==> config.mk <==
export PLATFORM = sky130hd
export DESIGN_NAME = timer_unit
export DESIGN_NICKNAME = d
export VERILOG_FILES = /design/src/rtl/timer_pkg.sv /design/src/rtl/timer_prescaler.sv /design/src/rtl/timer_unit.sv
export SDC_FILE = /design/constraint.sdc
export NUM_CORES = 1
export LEC_CHECK = 0
export CAP_MARGIN = 20
export CORE_UTILIZATION = 39
export CTS_CLUSTER_DIAMETER = 50
export CTS_CLUSTER_SIZE = 24
export DETAILED_ROUTE_END_ITERATION = 10
export PLACE_DENSITY = 0.66
export SLEW_MARGIN = 40
export SYNTH_ARGS = -nofsm -noshare
export SYNTH_HDL_FRONTEND = slang
export SYNTH_HIERARCHICAL = 1
export SYNTH_SLANG_ARGS = --single-unit
==> constraint.sdc <==
create_clock -name clk -period 2.77 [get_ports clk]
set_clock_uncertainty 0.15 [all_clocks]
set_input_delay 0.277 -clock clk [delete_from_list [all_inputs] [get_ports clk]]
set_output_delay 0.277 -clock clk [all_outputs]
set_load 0.03 [all_outputs]
==> src/rtl/timer_pkg.sv <==
// timer_pkg: command opcodes and state encoding shared by the timer unit.
package timer_pkg;
  localparam logic [2:0] TIM_OP_ENABLE  = 3'b000;
  localparam logic [2:0] TIM_OP_PSC_I   = 3'b001;
  localparam logic [2:0] TIM_OP_ARR_I   = 3'b010;
  localparam logic [2:0] TIM_OP_PSC_REG = 3'b100;
  localparam logic [2:0] TIM_OP_ARR_REG = 3'b101;
  localparam logic [2:0] TIM_OP_DISABLE = 3'b111;
  typedef enum logic {TIM_IDLE, TIM_RUN} timer_state_t;
endpackage

==> src/rtl/timer_prescaler.sv <==
// timer_prescaler: divides the core clock, ticking once every psc_act+1 running cycles.
module timer_prescaler #(
  parameter int PSC_W = 16
) (
  input  logic             clk,
  input  logic             reset_n,
  input  logic             run,
  input  logic             restart,
  input  logic [PSC_W-1:0] psc_act,
  output logic             tick
);
  logic [PSC_W-1:0] psc_cnt_q;
  assign tick = run && (psc_cnt_q == psc_act);
  always_ff @(posedge clk or negedge reset_n)
    if (!reset_n) psc_cnt_q <= '0;
    else if (restart || tick) psc_cnt_q <= '0;
    else if (run) psc_cnt_q <= psc_cnt_q + PSC_W'(1);
endmodule

==> src/rtl/timer_unit.sv <==
// timer_unit: prescaled up-counter with auto-reload, update pulse and sticky flag.
module timer_unit
  import timer_pkg::*;
#(
  parameter int CNT_W = 32,
  parameter int PSC_W = 16
) (
  input  logic             clk,
  input  logic             reset_n,
  input  logic             cmd_valid,
  input  logic [2:0]       cmd_op,
  input  logic [31:0]      cmd_imm,
  input  logic [31:0]      cmd_rs1,
  input  logic             flag_clr,
  output logic [CNT_W-1:0] tim_cnt,
  output logic             tim_running,
  output logic             tim_update,
  output logic             tim_flag,
  output logic [PSC_W-1:0] tim_psc,
  output logic [CNT_W-1:0] tim_arr
);
  timer_state_t     state_q;
  logic [CNT_W-1:0] cnt_q, arr_pre_q, arr_act_q;
  logic [PSC_W-1:0] psc_pre_q, psc_act_q;
  logic             update_q, flag_q;
  logic             tick, wrap, start, stop, psc_wr, arr_wr;
  logic [PSC_W-1:0] psc_val;
  logic [CNT_W-1:0] arr_val;
  always_comb begin
    start   = cmd_valid && cmd_op == TIM_OP_ENABLE && state_q == TIM_IDLE;
    stop    = cmd_valid && cmd_op == TIM_OP_DISABLE && state_q == TIM_RUN;
    psc_wr  = cmd_valid && (cmd_op == TIM_OP_PSC_I || cmd_op == TIM_OP_PSC_REG);
    arr_wr  = cmd_valid && (cmd_op == TIM_OP_ARR_I || cmd_op == TIM_OP_ARR_REG);
    psc_val = cmd_op == TIM_OP_PSC_I ? cmd_imm[PSC_W-1:0] : cmd_rs1[PSC_W-1:0];
    arr_val = cmd_op == TIM_OP_ARR_I ? cmd_imm[CNT_W-1:0] : cmd_rs1[CNT_W-1:0];
    wrap    = tick && cnt_q == arr_act_q;
  end
  timer_prescaler #(.PSC_W(PSC_W)) u_psc (
    .clk     (clk),
    .reset_n (reset_n),
    .run     (state_q == TIM_RUN),
    .restart (start),
    .psc_act (psc_act_q),
    .tick    (tick)
  );
  // A count above ARR simply overflows to zero without a wrap event.
  always_ff @(posedge clk or negedge reset_n)
    if (!reset_n) begin
      state_q   <= TIM_IDLE;
      cnt_q     <= '0;
      psc_pre_q <= '0;
      psc_act_q <= '0;
      arr_pre_q <= '1;
      arr_act_q <= '1;
      update_q  <= 1'b0;
      flag_q    <= 1'b0;
    end else begin
      update_q <= wrap;
      flag_q   <= wrap | (flag_q & ~flag_clr);
      if (psc_wr) psc_pre_q <= psc_val;
      if (arr_wr) arr_pre_q <= arr_val;
      if (tick) cnt_q <= wrap ? '0 : cnt_q + CNT_W'(1);
      if (start || wrap) begin
        psc_act_q <= psc_pre_q;
        arr_act_q <= arr_pre_q;
      end
      if (start) state_q <= TIM_RUN;
      else if (stop) state_q <= TIM_IDLE;
    end
  assign tim_cnt     = cnt_q;
  assign tim_running = state_q == TIM_RUN;
  assign tim_update  = update_q;
  assign tim_flag    = flag_q;
  assign tim_psc     = psc_pre_q;
  assign tim_arr     = arr_pre_q;
endmodule

======== Word level (Yosys, flattened, before mapping) ========
Cells that the tools add are included.
operators by class
  mux-type cells .......................... 7
  equality and inequality tests ........... 7
  bitwise operators ....................... 4
  reduce and logical (&&, ||, !) cells .... 15
  add/sub/neg operators ................... 2
operators by type and width
  operator                                                                number
  32-bit 2-to-1 mux                                                       2
  16-bit 2-to-1 mux                                                       3
  32-bit by 1-bit adder with 32-bit output (second input constant)        1
  32-bit equality test                                                    1
  16-bit by 1-bit adder with 16-bit output (second input constant)        1
  16-bit equality test                                                    1
  3-bit equality test (second input constant)                             3
  1-bit logical AND                                                       8
  1-bit logical OR                                                        4
  2-bit nonzero test                                                      2
  3-bit by 1-bit equality test with 1-bit output (second input constant)  1
  3-bit by 2-bit equality test with 1-bit output (second input constant)  1
  3-bit logical NOT                                                       1
  1-bit 2-to-1 mux                                                        2
  1-bit NOT                                                               2
  1-bit AND                                                               1
  1-bit bitwise OR                                                        1
word-level totals
  output and inout bits ................... 83
  flip-flop bits (word level) ............. 147
  bits of input ports ..................... 71
  logic and storage cells ................. 44

======== Logic depth before layout (Yosys ltp) ========
Gate-level depths: netlist of run 1.
  depth in word-level cells ............... 5
  gate-level depth with buffers ........... 13
  gate-level depth less buffers ........... 10

======== By module ========
The synthesis of run 1 kept the hierarchy.
by module, submodules not included
  module           sequential area each (um^2)  cells each  area an instance (um^2)  instances
  timer_unit       3358.2                       550         6198.4                   1
  timer_prescaler  400.4                        102         985.9                    1

======== Worst setup path before layout of run 1 ========
OpenSTA, ideal clock, no wires.
  kind .................................... reg-to-reg
  start point ............................. register u_psc.psc_cnt_q[2]
  end point ............................... register cnt_q[17] (netlist: tim_cnt[17])
  data required time ...................... 2488 ps
  path slack .............................. -126 ps
  arrival ................................. 2614 ps
  period minus slack after synthesis ...... 2896 ps
  stages on the path, launching flop included .. 13
  library setup time ...................... 132 ps
  path buffers ............................ 2
  path through ............................ dfrtp_1 buf_6 xor2_1 nor4_2 nand2b_1 nor4_1 clkbuf_1 and4_1 nand4_1 nor3_1 nand3_1 xor2_1 nor2_1
on the way
  cells in the longest elaborated chain, start to end .. 4
ends and longest elaborated chain
  what                    line                   source
  from (decl)             timer_prescaler.sv:12  logic [PSC_W-1:0] psc_cnt_q;
  from (signal assigned)  timer_prescaler.sv:17  else if (run) psc_cnt_q <= psc_cnt_q + PSC_W'(1);
  16-bit equality test *  timer_prescaler.sv:13  assign tick = run && (psc_cnt_q == psc_act);
  1-bit logical AND *     timer_prescaler.sv:13
  net tick                timer_unit.sv:26       logic tick, wrap, start, stop, psc_wr, arr_wr;
  1-bit logical AND       timer_unit.sv:36       wrap = tick && cnt_q == arr_act_q;
  32-bit 2-to-1 mux       timer_unit.sv:62       if (tick) cnt_q <= wrap ? '0 : cnt_q + CNT_W'(1);
  to (signal assigned)    timer_unit.sv:62
  to (decl)               timer_unit.sv:23       logic [CNT_W-1:0] cnt_q, arr_pre_q, arr_act_q;
Mark *: on every way through the listed nets, which the timed path passes. The rest lies on a longest branch.
A chain may end at the register's enable or synchronous reset.

======== Worst setup path in the final report of run 1 ========
  start point ............................. register u_psc.psc_cnt_q[14]
  end point ............................... register cnt_q[31] (netlist: tim_cnt[31])
The elaborated chain is that of the path after synthesis.

==> results of run 1 <==
-- cells in the final DEF (no fill, tap or decap), types with 37 or more instances in the layout --
cell,synthesis,layout
xnor2_1,50,47
dfstp_2,64,64
dfrtp_1,83,83
clkdlybuf4s50_1,0,152
buf_4,2,37
nand2_1,75,70
mux2i_1,49,49
xor2_1,44,43
o21ai_0,50,49
nor2_1,62,41
-- area by class of cell --
cell class,count,area [µm²]
Tap cell,229,287
Timing Repair Buffer,216,2230
Inverter,6,22.5
Fill cell,1469,7610
Sequential cell,147,3760
Multi-Input combinational cell,470,3550
Clock inverter,9,62.6
Clock buffer,23,510
-- metal layers --
metal,GRT usage (%),part of all wire [%],vias up
met5,0,0,-
met4,7.25,1.1,0
met3,4.64,5.0,16
met2,32.4,48,163
met1,27.3,46,2810
li1,-,-,2644
-- registers in the layout, summed over array words and instances, names as in the netlist --
register,flops
tim_cnt,32
tim_psc,16
psc_act_q,16
tim_flag,1
tim_update,1
tim_running,1
u_psc/psc_cnt_q,16
arr_act_q,32
tim_arr,32
-- kinds of logic after synthesis --
kind of cell	after synthesis	share of synthesized area (%)
buffers and inverters	35	2.72
XOR/XNOR	94	11.5
adder cells (fa/ha/maj)	2	0.348
multiplexers	97	14.4
AND/OR/NAND/NOR	220	14.4
flip-flops	147	52.3
AO/OA/AOI/OAI	57	4.44
-- cells in the mapped netlist, drive strengths merged (9+ instances only) --
| cell | count |
|---|---|
| buf | 13 |
| mux2 | 48 |
| nand3 | 18 |
| xnor2 | 50 |
| xor2 | 44 |
| nand4 | 22 |
| nand2 | 75 |
| and3 | 9 |
| o21ai | 51 |
| clkbuf | 16 |
| dfstp | 64 |
| mux2i | 49 |
| nor2 | 62 |
| nor4 | 10 |
| dfrtp | 83 |
-- critical path: stages (launching register included) --
cell,delay (ns)
dfrtp_1,0.40
xor2_1,0.18
nor4_2,0.33
nand2b_1,0.11
nor4_2,0.18
buf_4,0.19
and4_4,0.23
nand4_1,0.20
nor4_4,0.41
nand3_1,0.14
xor2_1,0.17
nor2_1,0.13
-- stage by stage --
step	total power [µW]	setup TNS, ns	area (µm²)	util, %	cells
detailed placement	5120	-13.37	9230	51.2	1046
CTS	7370	0	9890	54.9	1086
global route	7770	-18.50	10400	57.8	1100
floorplan	4230	0	7200	-	652
finish	7390	-1.82	10400	57.8	1100
global placement	5060	-7.50	9230	51.2	1046
-- what timing repair did --
action,CTS,global route
gates resized for setup,8,92
hold buffers,1,0
hold endpoints to repair,49,0
pin swaps,7,27
gates cloned,1,6
buffers inserted,6,10
endpoints found under the setup margin,75,80
-- path summary, 6_finish.rpt --
kind,depth (start not counted),end
worst max-delay path,11,tim_cnt[31]
worst min-delay path,2,tim_psc[14]
worst max register to register,11,tim_cnt[31]
worst min register to register,2,tim_arr[31]
max in group asynchronous,3,tim_arr[2]
min in group clk,2,tim_flag
-- power breakdown --
part | internal (µW) | leakage, µW | switching (µW)
logic | 1030 | 0.00225 | 1050
registers | 2710 | 0.00175 | 383
clock network | 1310 | 0.000285 | 906
==> run metrics, run 1 <==
DIE AREA=0.0190 mm²; CP startpoint=u_psc/psc_cnt_q[14]; static leakage power=0.00429 µW; CTS max path bufs=2; vias in the first global route=5,438; die extent in x=138 µm; Nets=931; drt total wl=19,400 µm; CP max FO=5; Synth area leader=dfrtp_1; headroom to the max-slew limit=62.9%; Initial Util=39.9%; Post-Syn Area=0.00718 mm²; Least-Margin Pin Slew=0.554 ns; Die Ht=138 µm; RSZ-0062 raised after global routing=true; global route total overflow=0; Root Driver=clkbuf_16; Pins Over Slew Limit=0; initial antenna violation count=0; maximum capacitance violations=0; critical register-to-register path startpoint=u_psc/psc_cnt_q[14]; Worst setup EP type=flop; critical path type=flop to flop; Ports=154; Pwr Density=709 mW/mm²; Main synth FF type=dfrtp_1; ys async rst share=100%; post-synthesis sequential area ratio=52.3%; top cells by area, synth=dfrtp_1, dfstp_2, mux2i_1; PnR worst setup slack=-0.113 ns; final worst path period share=104%; Yosys reg bits=147; drc violations=0; pre-CTS setup slack=-0.296 ns; outcome=finished, violations left; Avg Inst Size Synth=11.0 µm²; fmax=347 MHz; Hold WS=0.198 ns; clock sink total=147; clk_lat worst skew=0.43 ns; Gate Count Post-Synth=652; Core Footprint=0.0180 mm²; routed len/inst=17.6 µm; failing checks=negative setup slack; post-synth cell types=37; post-route ant nets=0; CTS tree=built; flop-to-flop setup slack=-0.11 ns; Fin. Hold Viols=0; Inserted Clock Buffers=17; EDFF count, synth=0; Synth Net Count=725; Final HPWL DP=14,000 µm; post-synth top area share=28.9%; min cycle time layout=2.88 ns; Via Count=5,633; GRT Util Overall=20.4%; Antenna Cells=0; htree depth=4; Crit path arrival time=3.08 ns; CP Launch Type=flop; drt pass-1 iters=5; drt via density=5.12; Port Buffers=153; GP Congestion=0.832; Warnings, synthesis=6; Iteration-0 DRC Markers=343; Worst Path Required=2.97 ns; Reg clk slew, reported paths=0.06 ns; largest net degree at the start of global routing=63; peak supply drop=411 µV; layout cells sized above 1=28.7%; first-pass GRT wire length=29,000 µm; Area Overhead vs Synth=45.0%; Hold Crit Class=primary input to async pin; row count=49; # setup viols final=42
Note: power is estimated with default switching activity, not from simulation.
==> run 2: changes to the inputs <==
--- a/config.mk
+++ b/config.mk
@@ -10,7 +10,6 @@
 export CTS_CLUSTER_DIAMETER = 50
 export CTS_CLUSTER_SIZE = 24
 export DETAILED_ROUTE_END_ITERATION = 10
-export PLACE_DENSITY = 0.66
 export SLEW_MARGIN = 40
 export SYNTH_ARGS = -nofsm -noshare
 export SYNTH_HDL_FRONTEND = slang
==> constraint.sdc (replaced) <==
create_clock -name clk -period 2.7 [get_ports clk]
set_clock_uncertainty 0.15 [all_clocks]
set_input_delay 0.27 -clock clk [delete_from_list [all_inputs] [get_ports clk]]
set_output_delay 0.27 -clock clk [all_outputs]
set_load 0.03 [all_outputs]
==> run metrics, run 2 (synthesis gave the netlist of run 1 again) <==
largest net degree at the start of global routing=78 (was 63); outcome=finished, violations left (unchanged); area of the multi-input gates=0.00353 mm² (was 0.00355 mm²); GR Util met3=4.38% (was 4.64%); PnR worst setup slack=-0.206 ns (was -0.113 ns); flop-to-flop setup slack=-0.21 ns (was -0.11 ns); failing checks=negative setup slack (unchanged); Pwr Density=736 mW/mm² (was 709 mW/mm²); drc violations=0 (unchanged); Worst Path Required=2.89 ns (was 2.97 ns); fillers=1,502 (was 1,469); final worst path period share=108% (was 104%); Hold WS=0.141 ns (was 0.198 ns); global route total overflow=0 (unchanged); min cycle time layout=2.91 ns (was 2.88 ns); initial antenna violation count=0 (unchanged); CP Cell Sequence=xor2_2, nor4_4, nand2b_1, nor4_2, buf_4, buf_4, nand2_2, nor2_2, nand2_2, o31ai_4, buf_6, buf_8, mux2_4 (was xor2_1, nor4_2, nand2b_1, nor4_2, buf_4, and4_4, nand4_1, nor4_4, nand3_1, xor2_1, nor2_1); Port Buffers=153 (unchanged); drt total wl=20,400 µm (was 19,400 µm); Placed Area=0.00939 mm² (was 0.00923 mm²); Pins Over Slew Limit=0 (unchanged); htree depth=4 (unchanged); routing usage on met1=30.2% (was 27.3%); drt pass-1 iters=4 (was 5); CTS tree=built (unchanged); Least-Margin Pin Slew=0.416 ns (was 0.554 ns); routed len/inst=18.3 µm (was 17.6 µm); RSZ-0062 raised after global routing=true (unchanged); GRT Max-Usage Layer=met2 (unchanged); clock sink total=147 (unchanged); Initial Util=39.9% (unchanged); Worst path max stage delay=0.42 ns (was 0.41 ns); layout cells sized above 1=28.1% (was 28.7%); Antenna Cells=0 (unchanged); Area Overhead vs Synth=45.8% (was 45.0%); peak supply drop=469 µV (was 411 µV); Reg clk slew, reported paths=0.06 ns (about the same); Hold Crit Class=primary input to async pin (unchanged); first-pass GRT wire length=31,800 µm (was 29,000 µm); CP max FO=6 (was 5); Inserted Clock Buffers=17 (unchanged); CTS max path bufs=2 (unchanged); critical register-to-register path startpoint=psc_act_q[10] (was u_psc/psc_cnt_q[14]); DIE AREA=0.0190 mm² (unchanged); maximum capacitance violations=0 (unchanged); Ports=154 (unchanged); commonest cells after routing, fill and taps aside=clkdlybuf4s50_1, dfrtp_1, nand2_1, dfstp_2, buf_4 (was clkdlybuf4s50_1, dfrtp_1, nand2_1, dfstp_2); critical path type=flop to flop (unchanged); fmax=344 MHz (was 347 MHz); met2 Use GR=36.0% (was 32.4%); r2r endpoint=arr_act_q[21] (was tim_cnt[31]); Nets=947 (was 931); post-route ant nets=0 (unchanged); drt via density=5.03 (was 5.12); static leakage power=0.00443 µW (was 0.00429 µW); GP Congestion=0.854 (was 0.832); clk_lat worst skew=0.43 ns (about the same); die extent in x=138 µm (unchanged); most common library cell in the layout ignoring fill and taps=clkdlybuf4s50_1 (unchanged); Root Driver=clkbuf_16 (unchanged); Final HPWL DP=14,400 µm (was 14,000 µm); Iteration-0 DRC Markers=270 (was 343); Crit path arrival time=3.10 ns (was 3.08 ns); fin util=58.1% (was 57.8%); CP Launch Type=flop (unchanged); Core Footprint=0.0180 mm² (unchanged); GRT Util Overall=22.6% (was 20.4%); Die Ht=138 µm (unchanged); row count=49 (unchanged); Worst path slowest cell=dfrtp_1 (was nor4_4); headroom to the max-slew limit=72.1% (was 62.9%); vias in the first global route=5,793 (was 5,438); Via Count=5,610 (was 5,633); Worst R2R Path Depth=13 (was 11); Finished Cell Area=0.0105 mm² (was 0.0104 mm²); # setup viols final=73 (was 42); sequential cell area=0.00376 mm² (unchanged); Fin. Hold Viols=0 (unchanged); Worst setup EP type=flop (unchanged)
==> run 2: cell types whose count changed in the layout (fill, tap and decap cells not counted), moves of 2 or more <==
cell,change
buf_16,+2
nor2_4,-12
inv_4,-2
clkinvlp_4,+3
buf_6,-7
mux2_4,+16
clkbuf_16,-4
nand2_2,-2
buf_4,+23
nor2_1,+13
mux2_2,-16
clkbuf_8,-2
nand2_4,+2
==> run 2: worst max-delay path, delay by kind of cell (launching register included) <==
kind / cells / cell delay [ns]
buf+inv: 4 / 0.66
xor+xnor: 1 / 0.20
compound gates: 1 / 0.32
simple gates: 6 / 0.77
flops: 1 / 0.42
mux: 1 / 0.30
==> run 2: worst max path at each step <==
stage                              from            end  slack [ns]  cells after the start
global placement    u_psc/psc_cnt_q[14]   psc_act_q[2]        -0.1                     11
detailed placement  u_psc/psc_cnt_q[14]    tim_cnt[27]       -0.14                     11
finish                    psc_act_q[10]  arr_act_q[21]       -0.21                     13
floorplan            u_psc/psc_cnt_q[2]    tim_cnt[17]       -0.01                     12
CTS                 u_psc/psc_cnt_q[14]    tim_cnt[27]       -0.15                     11
global route              psc_act_q[10]  arr_act_q[21]       -0.38                     13
==> run 2: what timing repair did <==
item                       CTS  global route
gates resized for setup     41            50
setup buffers                8             5
hold endpoints to repair    56             0
cloned                       5             2
setup endpoints to repair   80            81
hold buffers                 1             0
pin swaps                    2            19
==> run 2: cell type report <==
class,instances,area share [%]
clock buffer,21,4.41
clock inverter,11,0.979
inverter,6,0.215
multi-input combinational,470,33.7
sequential,147,35.9
tap,229,2.73
timing repair buffer,232,22.1
==> run 2: power breakdown <==
part,switching (µW),internal (µW)
clock network,940,1320
registers,391,2780
logic,1130,1150
==> run 2: layer usage <==
metal  up-vias  routed length [µm]
li1       2687                   -
met1      2730                9450
met2       166                9620
met3        27                 868
met4         0                 439
met5         -                   0
==> run 2: metrics by stage <==
stage | instances | setup TNS, ns | worst slack [ns] | total power [µW]
global route | 1116 | -23.43 | -0.384 | 8120
CTS | 1112 | -3.77 | -0.147 | 7700
global placement | 1066 | -3.74 | -0.0986 | 5260
finish | 1116 | -9.13 | -0.206 | 7710
floorplan | 652 | -0.0134 | -0.0134 | 4340
detailed placement | 1066 | -5.12 | -0.141 | 5300
==> run 3: changes to the inputs <==
==> constraint.sdc (replaced) <==
create_clock -name clk -period 2.84 [get_ports clk]
set_clock_uncertainty 0.15 [all_clocks]
set_input_delay 0.284 -clock clk [delete_from_list [all_inputs] [get_ports clk]]
set_output_delay 0.284 -clock clk [all_outputs]
set_load 0.03 [all_outputs]
==> run metrics, run 3 (synthesis gave the netlist of run 1 again) <==
drt pass-1 iters=4 (unchanged); critical path type=flop to flop (unchanged); Pins Over Slew Limit=0 (unchanged); flop-to-flop setup slack=0.03 ns (was -0.21 ns); global route total overflow=0 (unchanged); Ports=154 (unchanged); final worst path period share=99.1% (was 108%); Iteration-0 DRC Markers=290 (was 270); Fin. Hold Viols=0 (unchanged); fmax=355 MHz (was 344 MHz); Core Footprint=0.0180 mm² (unchanged); CTS tree=built (unchanged); CTS max path bufs=2 (unchanged); Port Buffers=153 (unchanged); min cycle time layout=2.81 ns (was 2.91 ns); Root Driver=clkbuf_16 (unchanged); vias in the first global route=5,453 (was 5,793); routing usage on met1=27.9% (was 30.2%); peak supply drop=428 µV (was 469 µV); routed len/inst=18.1 µm (was 18.3 µm); commonest cells after routing, fill and taps aside=clkdlybuf4s50_1, dfrtp_1, nand2_1, dfstp_2, nor2_1 (was clkdlybuf4s50_1, dfrtp_1, nand2_1, dfstp_2, buf_4); fillers=1,496 (was 1,502); Least-Margin Pin Slew=0.659 ns (was 0.416 ns); Pwr Density=690 mW/mm² (was 736 mW/mm²); Via Count=5,493 (was 5,610); first-pass GRT wire length=29,700 µm (was 31,800 µm); htree depth=4 (unchanged); RSZ-0062 raised after global routing=true (unchanged); row count=49 (unchanged); GRT Max-Usage Layer=met2 (unchanged); clock sink total=147 (unchanged); Hold Crit Class=primary input to async pin (unchanged); Initial Util=39.9% (unchanged); clk_lat worst skew=0.43 ns (about the same); GR Util met3=5.11% (was 4.38%); Nets=923 (was 947); pre-CTS setup slack=-0.265 ns (was -0.141 ns); Worst R2R Path Depth=12 (was 13); Inserted Clock Buffers=17 (unchanged); GRT Util Overall=21.1% (was 22.6%); # setup viols final=0 (was 73); DIE AREA=0.0190 mm² (unchanged); drt via density=5.03 (about the same); drt total wl=19,800 µm (was 20,400 µm); static leakage power=0.00432 µW (was 0.00443 µW); PnR worst setup slack=0.0255 ns (was -0.206 ns); post-route ant nets=0 (unchanged); largest net degree at the start of global routing=69 (was 78); Crit path top cell by count=nand2_1; cell count after placement=1,042 (was 1,066); headroom to the max-slew limit=56.0% (was 72.1%); Worst Path Required=3.00 ns (was 2.89 ns); final std cells w/o fill=1,092 (was 1,116); drc violations=0 (unchanged); Setup TNS=0 ns (was -9.13 ns); Worst path slowest cell=dfrtp_1 (unchanged); initial antenna violation count=0 (unchanged); layout cells sized above 1=26.7% (was 28.1%); GP Congestion=0.874 (was 0.854); Final HPWL DP=14,000 µm (was 14,400 µm); Reg clk slew, reported paths=0.06 ns (about the same); CP Launch Type=flop (unchanged); Antenna Cells=0 (unchanged); maximum capacitance violations=0 (unchanged); Worst setup EP type=flop (unchanged); Area Overhead vs Synth=44.3% (was 45.8%); die extent in x=138 µm (unchanged); CP Cell Sequence=xor2_1, nor4_2, nand2b_1, nor4_4, buf_4, nand2_1, nor2_1, nand2_1, o31ai_4, buf_6, buf_12, mux2_4 (was xor2_2, nor4_4, nand2b_1, nor4_2, buf_4, buf_4, nand2_2, nor2_2, nand2_2, o31ai_4, buf_6, buf_8, mux2_4); outcome=completed (was finished, violations left); Worst path max stage delay=0.40 ns (was 0.42 ns); most common library cell in the layout ignoring fill and taps=clkdlybuf4s50_1 (unchanged); Die Ht=138 µm (unchanged); met2 Use GR=33.8% (was 36.0%); CP max FO=8 (was 6); Hold WS=0.269 ns (was 0.141 ns); Crit path arrival time=2.97 ns (was 3.10 ns)
-- run 3: worst max-delay path: cells and delay by family, from the launching register on --
family | cells | cell delay [ns]
xor gates and xnor gates | 1 | 0.16
muxes | 1 | 0.30
DFF | 1 | 0.40
and+or+nand+nor | 6 | 0.88
buffers and inverters | 3 | 0.54
AOI/OAI and AO/OA | 1 | 0.28
-- run 3: power breakdown --
group          internal [µW]  total, µW  switching [µW]
logic                   1020       2040            1020
clock network           1200       2080             886
registers               2650       3030             389
total                   4860       7160            2290
-- run 3: layout make-up --
cell class | count | area, µm² | share of cell area, %
Inverter | 6 | 22.5 | 0.217
Timing Repair Buffer | 208 | 2180 | 21.0
Sequential cell | 147 | 3760 | 36.2
Clock inverter | 13 | 114 | 1.10
Multi-Input combinational cell | 470 | 3580 | 34.5
Clock buffer | 19 | 433 | 4.18
Tap cell | 229 | 287 | 2.76
-- run 3: worst paths after layout --
path                                endpoint     startpoint
worst max register to register  psc_act_q[2]  psc_act_q[14]
worst min-delay path              tim_update        reset_n
worst max-delay path            psc_act_q[2]  psc_act_q[14]
worst min register to register   tim_arr[31]    tim_arr[31]
min in group clk                    tim_flag       flag_clr
max in group asynchronous        tim_arr[14]        reset_n
-- run 3: stage by stage --
stage               util (%)  total power, µW  area (µm²)
floorplan                  -             4130        7190
global placement        51.0             4910        9190
detailed placement      51.0             4950        9190
CTS                     54.2             7070        9770
global route            57.5             7540       10400
finish                  57.5             7160       10400
-- run 3: per-layer routing --
layer | vias up | wire, µm
met5 | - | 0
met2 | 168 | 9420
li1 | 2643 | -
met3 | 18 | 1010
met4 | 0 | 286
met1 | 2664 | 9100
-- run 3: what timing repair did --
item                                   4_1_cts  5_1_grt
setup endpoints to repair                   80       80
resized for setup                            5       87
buffers inserted                             0        8
endpoints found under the hold margin       45        0
cloned                                       0        9
hold buffers                                 1        0
pin swaps                                    5       17
